**src/rtl/mem_tx_sequencer_if.sv**
```systemverilog
// Handshake and bus bundle between the TX sequencer, the image RAM,
// the UART transmitter and com_controller.
interface mem_tx_sequencer_if #(
    parameter int ADDR_W = 18,
    parameter int DATA_W = 8
);
    logic              tx_start;
    logic              tx_clear;
    logic              busy;
    logic              tx_end;
    logic [ADDR_W:0]   byte_cnt;
    logic [ADDR_W-1:0] mem_addrs;
    logic              mem_rd;
    logic [DATA_W-1:0] mem_Dout;
    logic              uart_busy;
    logic              uart_send;
    logic [DATA_W-1:0] uart_byte;

    modport master (
        input  tx_start, tx_clear, mem_Dout, uart_busy,
        output busy, tx_end, byte_cnt,
        output mem_addrs, mem_rd, uart_send, uart_byte
    );

    modport slave (
        output tx_start, tx_clear, mem_Dout, uart_busy,
        input  busy, tx_end, byte_cnt,
        input  mem_addrs, mem_rd, uart_send, uart_byte
    );
endinterface

```
**src/rtl/mem_tx_sequencer.sv**
```systemverilog
// Streams the down-sampled image out of the shared RAM into the UART,
// one read / one send per byte, with a sticky end flag for com_controller.
module mem_tx_sequencer #(
    parameter int ADDR_W     = 18,
    parameter int DATA_W     = 8,
    parameter int START_ADDR = 0,
    parameter int IMG_BYTES  = 16384,
    parameter int RD_LAT     = 2
) (
    input logic              clock_100,
    input logic              rst,
    mem_tx_sequencer_if.master bus
);
    localparam logic [ADDR_W-1:0] A0     = ADDR_W'(START_ADDR);
    localparam logic [ADDR_W:0]   N_LAST = (ADDR_W+1)'(IMG_BYTES);
    localparam logic [2:0]        LAT_LD = 3'(RD_LAT - 1);

    typedef enum logic [2:0] {
        IDLE, RD, WAIT, SEND, HOLD, DONE
    } state_t;

    state_t     state;
    logic       start_q;
    logic [2:0] lat_cnt;
    logic       start;

    assign start = bus.tx_start & ~start_q;

    // The UART accepts in the same cycle it reports not-busy.
    assign bus.uart_send = (state == SEND) & ~bus.uart_busy;

    always_ff @(posedge clock_100 or posedge rst) begin
        if (rst) begin
            state         <= IDLE;
            start_q       <= 1'b0;
            lat_cnt       <= '0;
            bus.mem_addrs <= A0;
            bus.mem_rd    <= 1'b0;
            bus.uart_byte <= '0;
            bus.busy      <= 1'b0;
            bus.tx_end    <= 1'b0;
            bus.byte_cnt  <= '0;
        end else begin
            start_q    <= bus.tx_start;
            bus.mem_rd <= 1'b0;
            unique case (state)
                IDLE: if (start) begin
                    bus.busy      <= 1'b1;
                    bus.mem_addrs <= A0;
                    bus.byte_cnt  <= '0;
                    bus.mem_rd    <= 1'b1;
                    state         <= RD;
                end
                RD: begin
                    lat_cnt <= LAT_LD;
                    state   <= WAIT;
                end
                WAIT: if (lat_cnt == 3'd0) begin
                    bus.uart_byte <= bus.mem_Dout;
                    state         <= SEND;
                end else begin
                    lat_cnt <= lat_cnt - 3'd1;
                end
                SEND: if (!bus.uart_busy) begin
                    bus.byte_cnt <= bus.byte_cnt + 1'b1;
                    state        <= HOLD;
                end
                HOLD: if (bus.byte_cnt == N_LAST) begin
                    bus.tx_end <= 1'b1;
                    bus.busy   <= 1'b0;
                    state      <= DONE;
                end else begin
                    bus.mem_addrs <= bus.mem_addrs + 1'b1;
                    bus.mem_rd    <= 1'b1;
                    state         <= RD;
                end
                DONE: if (bus.tx_clear) begin
                    bus.tx_end    <= 1'b0;
                    bus.mem_addrs <= A0;
                    state         <= IDLE;
                end
                default: state <= IDLE;
            endcase
        end
    end
endmodule

```
**src/flat_wrapper.sv**
```systemverilog
// flat-port wrapper written by rule: the top's interface ports become plain ports
module mem_tx_sequencer_flat 
#(
    parameter int ADDR_W     = 18,
    parameter int DATA_W     = 8,
    parameter int START_ADDR = 0,
    parameter int IMG_BYTES  = 16384,
    parameter int RD_LAT     = 2
)
  (clock_100, rst, bus_tx_start, bus_tx_clear, bus_mem_Dout, bus_uart_busy, bus_busy, bus_tx_end, bus_byte_cnt, bus_mem_addrs, bus_mem_rd, bus_uart_send, bus_uart_byte);
  mem_tx_sequencer_if #(.ADDR_W(ADDR_W), .DATA_W(DATA_W)) bus_i ();
  input logic clock_100;
  input logic rst;
  input wire logic [$bits(bus_i.tx_start)-1:0] bus_tx_start;
  input wire logic [$bits(bus_i.tx_clear)-1:0] bus_tx_clear;
  input wire logic [$bits(bus_i.mem_Dout)-1:0] bus_mem_Dout;
  input wire logic [$bits(bus_i.uart_busy)-1:0] bus_uart_busy;
  output wire logic [$bits(bus_i.busy)-1:0] bus_busy;
  output wire logic [$bits(bus_i.tx_end)-1:0] bus_tx_end;
  output wire logic [$bits(bus_i.byte_cnt)-1:0] bus_byte_cnt;
  output wire logic [$bits(bus_i.mem_addrs)-1:0] bus_mem_addrs;
  output wire logic [$bits(bus_i.mem_rd)-1:0] bus_mem_rd;
  output wire logic [$bits(bus_i.uart_send)-1:0] bus_uart_send;
  output wire logic [$bits(bus_i.uart_byte)-1:0] bus_uart_byte;
  assign bus_i.tx_start = bus_tx_start;
  assign bus_i.tx_clear = bus_tx_clear;
  assign bus_i.mem_Dout = bus_mem_Dout;
  assign bus_i.uart_busy = bus_uart_busy;
  assign bus_busy = bus_i.busy;
  assign bus_tx_end = bus_i.tx_end;
  assign bus_byte_cnt = bus_i.byte_cnt;
  assign bus_mem_addrs = bus_i.mem_addrs;
  assign bus_mem_rd = bus_i.mem_rd;
  assign bus_uart_send = bus_i.uart_send;
  assign bus_uart_byte = bus_i.uart_byte;
  mem_tx_sequencer #(.ADDR_W(ADDR_W), .DATA_W(DATA_W), .START_ADDR(START_ADDR), .IMG_BYTES(IMG_BYTES), .RD_LAT(RD_LAT)) u_core (.clock_100(clock_100), .rst(rst), .bus(bus_i));
endmodule
```
**config.mk**
```make
export PLATFORM = sky130hd
export DESIGN_NAME = mem_tx_sequencer_flat
export DESIGN_NICKNAME = d
export VERILOG_FILES = /design/src/rtl/mem_tx_sequencer_if.sv /design/src/rtl/mem_tx_sequencer.sv /design/src/flat_wrapper.sv
export SDC_FILE = /design/constraint.sdc
export NUM_CORES = 1
export LEC_CHECK = 0
export CAP_MARGIN = 20
export CORE_ASPECT_RATIO = 1.1
export CORE_UTILIZATION = 51
export CTS_CLUSTER_DIAMETER = 40
export DETAILED_ROUTE_END_ITERATION = 8
export PLACE_DENSITY = 0.85
export SLEW_MARGIN = 10
export SYNTH_ARGS = -nofsm -noshare
export SYNTH_HDL_FRONTEND = slang
export SYNTH_SLANG_ARGS = --single-unit
```
**constraint.sdc**
```tcl
create_clock -name clock_100 -period 2.6 [get_ports clock_100]
set_clock_uncertainty 0.05 [all_clocks]
set_input_delay 0.26 -clock clock_100 [delete_from_list [all_inputs] [get_ports clock_100]]
set_output_delay 0.26 -clock clock_100 [all_outputs]
set_load 0.02 [all_outputs]
```
; ---- Yosys cells after proc, flatten, opt, wreduce, memory -nomap -nowiden
; Cells that the tools add are included.
[word_totals]
in_bits = 13
regBits = 55
out_inout_bits = 49
[classes]
n_eq_ne = 13
n_bitwise = 4
n_mux = 24
n_reduce_logical = 14
n_addsub = 3
[ops]
columns = op, n
row1 = $mux W18, 3
row2 = $pmux W18 S3, 1
row3 = $mux W19, 2
row4 = $pmux W19 S2, 1
row5 = $add A19 B1 Y19 const B, 1
row6 = $eq A19 B15 Y1 const B, 1
row7 = $add A18 B1 Y18 const B, 1
row8 = $mux W3, 6
row9 = $pmux W3 S6, 1
row10 = $reduce_and A3 Y1, 3
row11 = $ne A2 B2 Y1 const B, 4
row12 = $reduce_and A4 Y1, 2
row13 = $reduce_bool A2 Y1, 4
row14 = $eq A3 B2 Y1 const B, 2
row15 = $eq A3 B3 Y1 const B, 2
row16 = $logic_not A3 Y1, 2
row17 = $mux W1, 6
row18 = $ne A2 B1 Y1 const B, 3
row19 = $pmux W1 S2, 3
row20 = $pmux W3 S2, 1
row21 = $reduce_and A2 Y1, 2
row22 = $eq A3 B1 Y1 const B, 1
row23 = $reduce_bool A3 Y1, 1
row24 = $sub A3 B1 Y3 const B, 1
row25 = 2 further kinds, 4

; ---- Longest topological paths before layout
; Gate-level depths: netlist of run 1.
[depth]
ltp_word = 4
mapped_depth = 8
ltp_nobuf = 7

; ---- Least setup slack after synthesis of run 1
; No wires, ideal clock.
[synth_path]
kind = register -> register
startpoint = reg u_core.bus.byte_cnt[0]
endpoint = reg u_core.bus.mem_addrs[15]
stages_incl_launch_ff = 9
setup_time_ns = 0.087
slack_ns = 0.281
period_less_slack_ns = 2.319
arrival_time_ns = 2.183
cell_sequence = dfrtp_1 -> inv_1 -> ha_1 -> nor4b_1 -> nand2_1 -> nor4_1 -> clkbuf_1 -> o21ai_0 -> o211ai_1
[synth_between]
elab_chain_cells = 3
[synth_rtl]
columns = item, line_no
row1 = start: declaration, mem_tx_sequencer_if.sv:21  ; output busy, tx_end, byte_cnt,
row2 = start signal: assignment, mem_tx_sequencer.sv:65  ; bus.byte_cnt <= bus.byte_cnt + 1'b1;
row3 = $eq A19 B15 Y1, mem_tx_sequencer.sv:68  ; HOLD: if (bus.byte_cnt == N_LAST) begin
row4 = $ne A2 B2 Y1 (no line), --
row5 = $reduce_and A4 Y1 (no line), --
row6 = end signal: assignment, mem_tx_sequencer.sv:73  ; bus.mem_addrs <= bus.mem_addrs + 1'b1;
row7 = end: declaration, mem_tx_sequencer_if.sv:22  ; output mem_addrs, mem_rd, uart_send, uart_byte
; No other way between the ends.
; A chain may end at the register's enable or synchronous reset.

; ---- Worst setup path in the final report of run 1
[layout_path]
startpoint = in bus_tx_start
endpoint = reg u_core.bus.byte_cnt[18]
[layout_between]
elab_chain_cells = 3
[layout_rtl]
columns = item, line_no
row1 = start: declaration, flat_wrapper.sv:14  ; input wire logic [$bits(bus_i.tx_start)-1:0] bus_tx_start;
row2 = $and A1 B1 Y1, mem_tx_sequencer.sv:27  ; assign start = bus.tx_start & ~start_q;
row3 = $ne A2 B1 Y1 (no line), --
row4 = $reduce_and A3 Y1 (no line), --
; No other way between the ends.

==> flow_summary_export.csv, run 1 <==
group,metric,value,unit
global_route,overflow,0,
die,num_rows,28,
clock_tree,cts_setup_buffers,0,
clock_tree,cts_tree,"yes",
sta,hold_ws,266,ps
critical_path,path_cells,"clkdlybuf4s50_1, or4b_4, a2111o_1, buf_4, nor4_4, nand3_1, mux2i_1",
sta,fin_ws,336,ps
synth,synth_cell_type_count,45,
run,maxCapViolCount,0,
critical_path,regToRegStartpoint,"u_core.state[0]$_DFFE_PP0P_",
sta,fmax,442,MHz
drt,wl_per_cell,14.9,µm
layout,syn_to_final_growth,31.0,%
layout,insertedDiodeCount,0,
sta,timing.final.crit_period,2260,ps
global_route,grtUsageTotal,0.248,
critical_path,slowest_delay,510,ps
clock_tree,htreeDepth,2,
synth,ys_seq_area_frac,0.480,
drt,drt_iter0_markers,167,
synth,ys_warn_count,0,
placed_design,place_ws,32.5,ps
layout,utilization,0.696,
critical_path,critPathCaptureType,"flop",
sta,min_period_over_period,0.871,
die,io_pins,62,
layout,nets,391,
die,die_area,5920,µm²
synth,netlist_area,2870,µm²
clock_tree,clock_latency,310,ps
power,peakVddDrop,586,µV
synth,synth_edf_count,0,
die,start_util,0.531,
placed_design,place_area,3670,µm²
global_route,grt_pass1_wl,11400,µm
sta,setup_tns,0,ps
critical_path,path_class,"primary input to flop",
global_route,antenna_found_initial,0,
status,status,"completed",
synth,synth-main-ff-cell,"dfrtp_1",
critical_path,crit_start,"bus_tx_start",
synth,ys_ff_latch,55,
synth,yosys.area.top_type,"dfrtp_1",
clock_tree,cts.sinks,55,
die,die_w,73.5,µm
placed_design,dp_hpwl,4880,µm
synth,ys_async_sr_fraction,1.00,
drt,drt_first_pass_iters,5,
synth,synth_area_leaders,"dfrtp_1 (48%), o31ai_1 (4.7%), nand2_1 (3.7%)",
critical_path,cp.required,2750,ps
global_route,grt_pass1_vias,2452,
layout,drive_gt1_frac,0.107,
power,power,3.11,mW
layout,fin_cells,448,
critical_path,crit_family,"simple AND/OR/NAND/NOR gates",
critical_path,crit_cells,7,
critical_path,cp-start-kind,"primary input",
placed_design,placed_cells,441,
global_route,grt_max_degree,32,
drt,routed_wl,6680,µm
drt,ant_nets,0,
critical_path,crit_arrival,2410,ps
die,core,5400,µm²
sta,setup_violations,0,
sta,rsz0062_at_grt,"no",
critical_path,cp_max_fo,10,
critical_path,slowest_stage,"clkdlybuf4s50_1",
drt,routed_via_density,5.79,
synth,netlist_instances,299,
placed_design,port_buffers,61,
sta,finalHoldViolCount,0,
layout,final_area,3750,µm²
clock_tree,cts_hold_buf,0,
clock_tree,cts-buffers-inserted,5,
min_path,hold_path_class,"primary input to asynchronous set/reset pin",
drt,post-route-drc-count,0,
sta,max_slew_margin,0.622,
clock_tree,cts_resized,0,
critical_path,reg2reg_depth,6,
sta,finalMaxSlewViolations,0,
placed_design,routabilityCongestion,0.805,
synth,yosys.area.top_type_share,0.480,
clock_tree,clkTransAtPathRegs,90,ps
clock_tree,clockBufferDepth,2,
drt,vias,2592,
die,die_h,80.6,µm
synth,synth_nets,317,
power,power_leakage,1.57,nW
power,power.density,828,nW/µm²
sta,tightest_slew,566,ps
critical_path,critPathBufInv,2,
synth,synth_area_per_cell,9.58,µm²
clock_tree,cts_root_buf,"clkbuf_8",
[sequential cells by signal, summed over array words and instances, names as in the netlist]
register,count
u_core.bus.byte_cnt,19
u_core.bus.mem_addrs,18
u_core.start_q,1
u_core.state,3
u_core.bus.busy,1
u_core.bus.tx_end,1
u_core.bus.mem_rd,1
u_core.lat_cnt,3
u_core.bus.uart_byte,8
[metal layers]
layer  GRT usage  part of all wire
met1       0.323              0.45
met2       0.417              0.49
met3      0.0477             0.051
met4      0.0731             0.011
met5           0                 0
[worst reg2reg max path, cell delays in order, from the launching register on]
cell      delay, ps
dfrtp_1         390
or4b_4          530
a2111o_1        390
buf_4           190
nor4_4          310
nand3_1         140
mux2i_1         140
[area by class of cell]
type	count	area, µm²
multi-input combinational	221	1410
clock inverter	1	5.00
fill	457	1640
sequential	55	1380
timing repair buffer	77	743
tap	75	93.8
clock buffer	6	82.6
inverter	13	48.8
[cells in the final DEF (no fill, tap or decap), types with 2 or more instances in the layout]
cell and n:
clkdlybuf4s50_1 61, buf_4 15, or2_2 2, and3_1 3, o31ai_1 18, a31oi_1 4, ha_1 5, mux2i_1 2
nor4_1 5, xnor2_1 8, clkbuf_8 6, o21ai_0 17, xor2_1 6, nor2b_1 3, a21o_1 2, nor3_1 7
mux2_2 8, dfrtp_1 55, nand2_1 28, nand3_1 19, nand4_1 7, o22ai_1 3, a22o_1 2, o41ai_1 2
nor2_1 27, nand2b_1 3, a21oi_1 11, or3_1 9, inv_1 12, nor4_2 3, and4_1 2
[report_power, final]
group	internal [mW]	leakage (nW)	switching (mW)
clock network	0.210	0.0470	0.264
logic	0.636	0.791	0.784
registers	1.04	0.729	0.172
total	1.89	1.57	1.22
[synthesized netlist by cell type (3+ instances only)]
| master | n |
|---|---|
| or3_1 | 9 |
| nand3_1 | 19 |
| nor4_1 | 6 |
| dfrtp_1 | 55 |
| o31ai_1 | 18 |
| nand2_1 | 28 |
| clkbuf_1 | 9 |
| o21ai_0 | 17 |
| xnor2_1 | 8 |
| nand4_1 | 7 |
| nor2b_1 | 3 |
| nor3_1 | 7 |
| mux2_2 | 8 |
| a31oi_1 | 4 |
| nor2_1 | 27 |
| and3_1 | 3 |
| a21oi_1 | 11 |
| nand2b_1 | 3 |
| ha_1 | 5 |
| xor2_1 | 6 |
| inv_1 | 13 |
| o22ai_1 | 3 |
[path summary, 6_finish.rpt]
| check | end | slack (ps) |
|---|---|---|
| max in group asynchronous | u_core.state[0]$_DFFE_PP0P_ | 1670 |
| worst min-delay path | u_core.bus.mem_addrs[13]$_DFFE_PP0P_ | 270 |
| worst max-delay path | u_core.bus.byte_cnt[18]$_DFFE_PP0P_ | 340 |
| worst min register to register | u_core.bus.uart_byte[5]$_DFFE_PP0P_ | 460 |
| min in group clock_100 | u_core.start_q$_DFF_PP0_ | 410 |
| worst max register to register | u_core.bus.byte_cnt[18]$_DFFE_PP0P_ | 350 |
[cells by family after synthesis]
kind of cell | Yosys count | share of synthesized area
simple gates | 126 | 0.233
xor+xnor | 14 | 0.0428
flops | 55 | 0.480
buf+inv | 23 | 0.0314
compound gates | 66 | 0.152
fa+ha+maj | 5 | 0.0218
mux | 10 | 0.0384
Note: power is estimated with default switching activity, not from simulation.
==> inputs of run 2 (changes only) <==
--- a/config.mk
+++ b/config.mk
@@ -6,11 +6,13 @@
 export NUM_CORES = 1
 export LEC_CHECK = 0
 export CAP_MARGIN = 20
+export CELL_PAD_IN_SITES_DETAIL_PLACEMENT = 2
+export CELL_PAD_IN_SITES_GLOBAL_PLACEMENT = 2
 export CORE_ASPECT_RATIO = 1.1
-export CORE_UTILIZATION = 51
+export CORE_UTILIZATION = 31
 export CTS_CLUSTER_DIAMETER = 40
 export DETAILED_ROUTE_END_ITERATION = 8
-export PLACE_DENSITY = 0.85
+export PLACE_DENSITY_LB_ADDON = 0.12
 export SLEW_MARGIN = 10
 export SYNTH_ARGS = -nofsm -noshare
 export SYNTH_HDL_FRONTEND = slang
==> run 2 against run 1 <==
  * First-iteration DRC count is 78% lower
  * Hold slack worse by 35 ps
  * Cell count is 9.2% higher
  * Utilization is 26 points lower
  * Worst setup slack better by 29 ps
  * Die area is 63% higher
  * Maximum frequency is 1.3% higher
  * Flip-flop and latch count stayed put
  * Critical endpoint unchanged
  * Highest routed layer unchanged
==> flow_summary_export.csv, run 2 (synthesis gave the netlist of run 1 again) <==
group,metric,value,unit
layout,final_area,3860,µm²
sta,setup_tns,0,ps
min_path,hold_path_class,"primary input to asynchronous set/reset pin",
clock_tree,cts-buffers-inserted,5,
die,num_rows,36,
sta,fin_ws,365,ps
status,status,"completed",
clock_tree,cts_setup_buffers,0,
layout,insertedDiodeCount,0,
sta,timing.final.crit_period,2240,ps
power,power_leakage,1.59,nW
power,power,3.39,mW
drt,routed_via_density,5.25,
global_route,grt_pass1_wl,14200,µm
clock_tree,cts_hold_buf,0,
power,peakVddDrop,406,µV
clock_tree,cts_root_buf,"clkbuf_8",
clock_tree,clkTransAtPathRegs,110,ps
sta,min_period_over_period,0.860,
critical_path,critPathCaptureType,"flop",
global_route,grt_max_degree,36,
power,power.density,880,nW/µm²
global_route,grt_pass1_vias,2728,
clock_tree,cts_resized,0,
critical_path,cp_max_fo,10,
critical_path,path_cells,"or4b_4, a2111o_1, buf_4, nor4_4, nand3_1, mux2i_1",
critical_path,cp-start-kind,"flop",
placed_design,place_area,3720,µm²
die,start_util,0.321,
layout,regMostFlops,"u_core.bus.byte_cnt",
sta,rsz0062_at_grt,"no",
global_route,overflow,0,
run,maxCapViolCount,0,
placed_design,routabilityCongestion,0.725,
critical_path,cp.required,2750,ps
layout,largest_reg_flops,19,
drt,post-route-drc-count,0,
clock_tree,clock_latency,310,ps
layout,drive_gt1_frac,0.109,
sta,setup_violations,0,
drt,drt_iter0_markers,36,
drt,drt_first_pass_iters,4,
die,io_pins,62,
layout,seqCellArea,1380,µm²
critical_path,crit_arrival,2390,ps
drt,vias,2568,
layout,mostFrequentLayoutCells,"clkdlybuf4s50_1 (61), dfrtp_1 (55), nand2_1 (28), nor2_1 (27), nand3_1 (19)",
placed_design,dp_hpwl,6190,µm
clock_tree,cts.sinks,55,
drt,wl_per_cell,17.6,µm
layout,multi_input_area,1410,µm²
clock_tree,clockBufferDepth,2,
global_route,antenna_found_initial,0,
layout,fill_cells,967,
die,die_w,93.7,µm
die,die_h,103,µm
die,core,8920,µm²
critical_path,path_class,"flop to flop",
clock_tree,cts_tree,"yes",
layout,final_common_cell,"clkdlybuf4s50_1",
sta,tightest_slew,490,ps
drt,ant_nets,0,
die,die_area,9630,µm²
placed_design,port_buffers,61,
sta,finalHoldViolCount,0,
clock_tree,htreeDepth,2,
layout,syn_to_final_growth,34.6,%
placed_design,place_ws,32.7,ps
critical_path,slowest_delay,540,ps
sta,finalMaxSlewViolations,0,
sta,max_slew_margin,0.673,
layout,nets,392,
layout,top_regs,"u_core.bus.byte_cnt: 19 flops, u_core.bus.mem_addrs: 18 flops, u_core.bus.uart_byte: 8 flops",
drt,routed_wl,8610,µm
sta,fmax,447,MHz
critical_path,slowest_stage,"or4b_4",
global_route,grtUsageTotal,0.190,
run 2: cell count changes in the layout (fill, tap and decap cells not counted):
cell       before  now
clkbuf_1        0    1
buf_4          15   16
bufinv_16       0    2
clkbuf_8        6    5
clkinv_2        1    0
run 2: layout make-up:
class                   count  share of cell area
multi-input cells         221               0.364
flip-flops and latches     55               0.357
repair buffers             78               0.195
well taps                 114              0.0370
clock buffers               6              0.0188
clock inverters             2              0.0156
inverters                  13              0.0127
run 2: stage by stage:
stage | util | std cells | hold slack [ps]
2_1_floorplan | - | 299 | 241
3_3_place_gp | 0.418 | 481 | 439
3_5_place_dp | 0.418 | 481 | 447
4_1_cts | 0.432 | 489 | 247
5_1_grt | 0.432 | 489 | 268
6_report | 0.432 | 489 | 232
run 2: layer usage:
layer | vias to the layer above | global-route usage | wire [µm]
met4 | 0 | 0.0426 | 79
met1 | 1290 | 0.239 | 3930
met2 | 35 | 0.347 | 4380
met5 | - | 0 | 0
li1 | 1236 | - | -
met3 | 7 | 0.0265 | 213
run 2: path summary, 6_finish.rpt:
| check | start | to | slack (ps) | cells past startpoint |
|---|---|---|---|---|
| setup / recovery | u_core.state[0]$_DFFE_PP0P_ | u_core.bus.byte_cnt[18]$_DFFE_PP0P_ | 360 | 6 |
| hold / removal | rst | u_core.bus.uart_byte[4]$_DFFE_PP0P_ | 230 | 2 |
| setup reg to reg | u_core.state[0]$_DFFE_PP0P_ | u_core.bus.byte_cnt[18]$_DFFE_PP0P_ | 360 | 6 |
| hold reg to reg | u_core.lat_cnt[1]$_DFFE_PP0P_ | u_core.lat_cnt[1]$_DFFE_PP0P_ | 470 | 1 |
| max in group asynchronous | rst | u_core.bus.byte_cnt[4]$_DFFE_PP0P_ | 1680 | 3 |
| min in group clock_100 | bus_tx_start | u_core.start_q$_DFF_PP0_ | 380 | 1 |
run 2: report_power, final:
group          total [mW]  internal (mW)  switching [mW]
Clock               0.683          0.386           0.297
Sequential           1.22           1.04           0.172
Combinational        1.50          0.647           0.849
Total                3.39           2.08            1.32
run 2: worst max-delay path, delay by kind of cell (launching register included):
| family | cells | cell delay (ps) |
|---|---|---|
| compound gates | 1 | 390 |
| flops | 1 | 390 |
| buf+inv | 1 | 190 |
| simple gates | 3 | 970 |
| mux | 1 | 130 |
==> inputs of run 3 (changes only) <==
==> constraint.sdc (replaced) <==
create_clock -name clock_100 -period 2.6 [get_ports clock_100]
set_clock_uncertainty 0.05 [all_clocks]
set_input_delay 0.26 -clock clock_100 [delete_from_list [all_inputs] [get_ports clock_100]]
set_output_delay 0.26 -clock clock_100 [all_outputs]
set_load 0.05 [all_outputs]
==> run 3 against run 2 <==
  * Clock power down 24%
  * Via count is 2.7% higher
  * First-iteration DRC count fell by 11%
  * Design area shrank 1.1%
  * Critical path depth down 1
  * Combinational power grew 23%
  * Critical path type unchanged
  * Cell count unchanged
  * Power is 5.4% higher
  * Clock-buffer cell count is 1 lower
  * Register-to-register slack worse by 50 ps
  * Sequential power is essentially flat
==> flow_summary_export.csv, run 3 (synthesis gave the netlist of run 1 again) <==
group,metric,value,unit
global_route,grtUsageMet3,0.0369,
layout,insertedDiodeCount,0,
clock_tree,clkTransAtPathRegs,110,ps
global_route,use_met2,0.352,
clock_tree,cts_setup_buffers,0,
critical_path,slowest_stage,"or4_1",
critical_path,cp-start-kind,"flop",
sta,max_slew_margin,0.644,
clock_tree,htreeDepth,2,
layout,syn_to_final_growth,33.1,%
drt,ant_nets,0,
critical_path,regToRegStartpoint,"u_core.state[0]$_DFFE_PP0P_",
die,start_util,0.321,
layout,nets,392,
sta,min_period_over_period,0.879,
critical_path,reg2reg_depth,5,
min_path,hold_path_class,"primary input to asynchronous set/reset pin",
layout,largest_reg_flops,19,
die,io_pins,62,
sta,hold_ws,208,ps
sta,setup_tns,0,ps
sta,fmax,438,MHz
sta,rsz0062_at_grt,"no",
clock_tree,cts_resized,0,
layout,drive_gt1_frac,0.115,
critical_path,critPathCaptureType,"flop",
layout,fill_cells,1002,
global_route,grt_max_degree,36,
die,core,8920,µm²
critical_path,path_cells,"or4b_4, a2111o_1, or4_1, xor2_1, nor2_1",
global_route,grt_pass1_wl,14700,µm
critical_path,crit_family,"simple AND/OR/NAND/NOR gates",
clock_tree,cts_tree,"yes",
sta,finalHoldViolCount,0,
global_route,grtUsageTotal,0.201,
layout,regMostFlops,"u_core.bus.byte_cnt",
die,num_rows,36,
power,power.density,938,nW/µm²
global_route,grt_busiest_layer,"met2",
run,maxCapViolCount,0,
global_route,grt_pass1_vias,2794,
placed_design,routabilityCongestion,0.722,
clock_tree,cts_root_buf,"clkbuf_8",
drt,post-route-drc-count,0,
layout,top_regs,"u_core.bus.byte_cnt: 19 flops, u_core.bus.mem_addrs: 18 flops, u_core.bus.uart_byte: 8 flops",
status,status,"completed",
power,power_leakage,1.57,nW
layout,final_common_cell,"clkdlybuf4s50_1",
drt,routed_via_density,5.39,
global_route,use_met1,0.249,
layout,utilization,0.428,
critical_path,ff2ff_setup_slack,320,ps
clock_tree,clock_latency,340,ps
placed_design,port_buffers,61,
drt,drt_iter0_markers,32,
global_route,overflow,0,
critical_path,r2r_end,"u_core.bus.byte_cnt[17]$_DFFE_PP0P_",
drt,vias,2638,
sta,finalMaxSlewViolations,0,
drt,routed_wl,8910,µm
die,die_area,9630,µm²
sta,tightest_slew,532,ps
clock_tree,cts.sinks,55,
drt,drt_first_pass_iters,4,
critical_path,crit_arrival,2460,ps
drt,wl_per_cell,18.2,µm
layout,fin_cells,489,
layout,mostFrequentLayoutCells,"clkdlybuf4s50_1 (60), dfrtp_1 (55), nand2_1 (28), nor2_1 (27), nand3_1 (19)",
sta,setup_violations,0,
die,die_h,103,µm
critical_path,cp.required,2780,ps
clock_tree,cts_hold_buf,0,
clock_tree,clockBufferDepth,2,
critical_path,slowest_delay,560,ps
placed_design,placed_cells,481,
critical_path,path_class,"flop to flop",
critical_path,critPathBufInv,0,
critical_path,cp_max_fo,2,
clock_tree,cts-buffers-inserted,5,
global_route,antenna_found_initial,0,
placed_design,dp_hpwl,6330,µm
die,die_w,93.7,µm
power,peakVddDrop,524,µV
sta,timing.final.crit_period,2280,ps
==> run 3: cell types whose count changed in the layout (fill, tap and decap cells not counted), sizes merged <==
cell / change
bufinv: -2
clkinv: +2
buf: +1
clkbuf: -1
clkdlybuf4s50: -1
clkinvlp: +1
==> run 3: stage by stage <==
step / total power, mW / area [µm²] / setup slack [ps]
2_1_floorplan: 2.40 / 2870 / 103
3_3_place_gp: 3.05 / 3720 / 81.0
3_5_place_dp: 3.10 / 3720 / -13.1
4_1_cts: 3.63 / 3810 / 293
5_1_grt: 3.81 / 3810 / 170
6_report: 3.58 / 3810 / 316
==> run 3: area by class of cell <==
| cell class | count | area (µm²) | area share |
|---|---|---|---|
| sequential | 55 | 1380 | 0.361 |
| tap | 114 | 143 | 0.0374 |
| timing repair buffer | 78 | 748 | 0.196 |
| inverter | 13 | 48.8 | 0.0128 |
| clock inverter | 3 | 25.0 | 0.00656 |
| clock buffer | 5 | 68.8 | 0.0180 |
| multi-input combinational | 221 | 1410 | 0.368 |
==> run 3: power breakdown <==
part	total (mW)	leakage, nW	switching, mW	internal (mW)
logic	1.84	0.796	1.19	0.645
clock network	0.516	0.0443	0.323	0.194
registers	1.22	0.729	0.181	1.04
==> run 3: how the worst max path moves through the flow <==
stage,startpoint,endpoint,slack (ps),cells past startpoint
6_report,u_core.state[0]$_DFFE_PP0P_,u_core.bus.byte_cnt[17]$_DFFE_PP0P_,320,5
2_1_floorplan,u_core.bus.byte_cnt[0]$_DFFE_PP0P_,u_core.bus.mem_addrs[15]$_DFFE_PP0P_,100,8
5_1_grt,u_core.bus.byte_cnt[1]$_DFFE_PP0P_,u_core.bus.mem_addrs[12]$_DFFE_PP0P_,170,8
3_5_place_dp,bus_tx_start,u_core.bus.byte_cnt[17]$_DFFE_PP0P_,-10,6
3_3_place_gp,bus_tx_start,u_core.bus.byte_cnt[18]$_DFFE_PP0P_,80,7
4_1_cts,u_core.state[0]$_DFFE_PP0P_,u_core.bus.byte_cnt[17]$_DFFE_PP0P_,290,5
==> run 3: per-layer routing <==
metal | vias up | share of wire | wire (µm)
li1 | 1234 | - | -
met1 | 1353 | 0.44 | 3930
met2 | 41 | 0.51 | 4570
met3 | 10 | 0.027 | 243
met4 | 0 | 0.018 | 157
met5 | - | 0 | 0
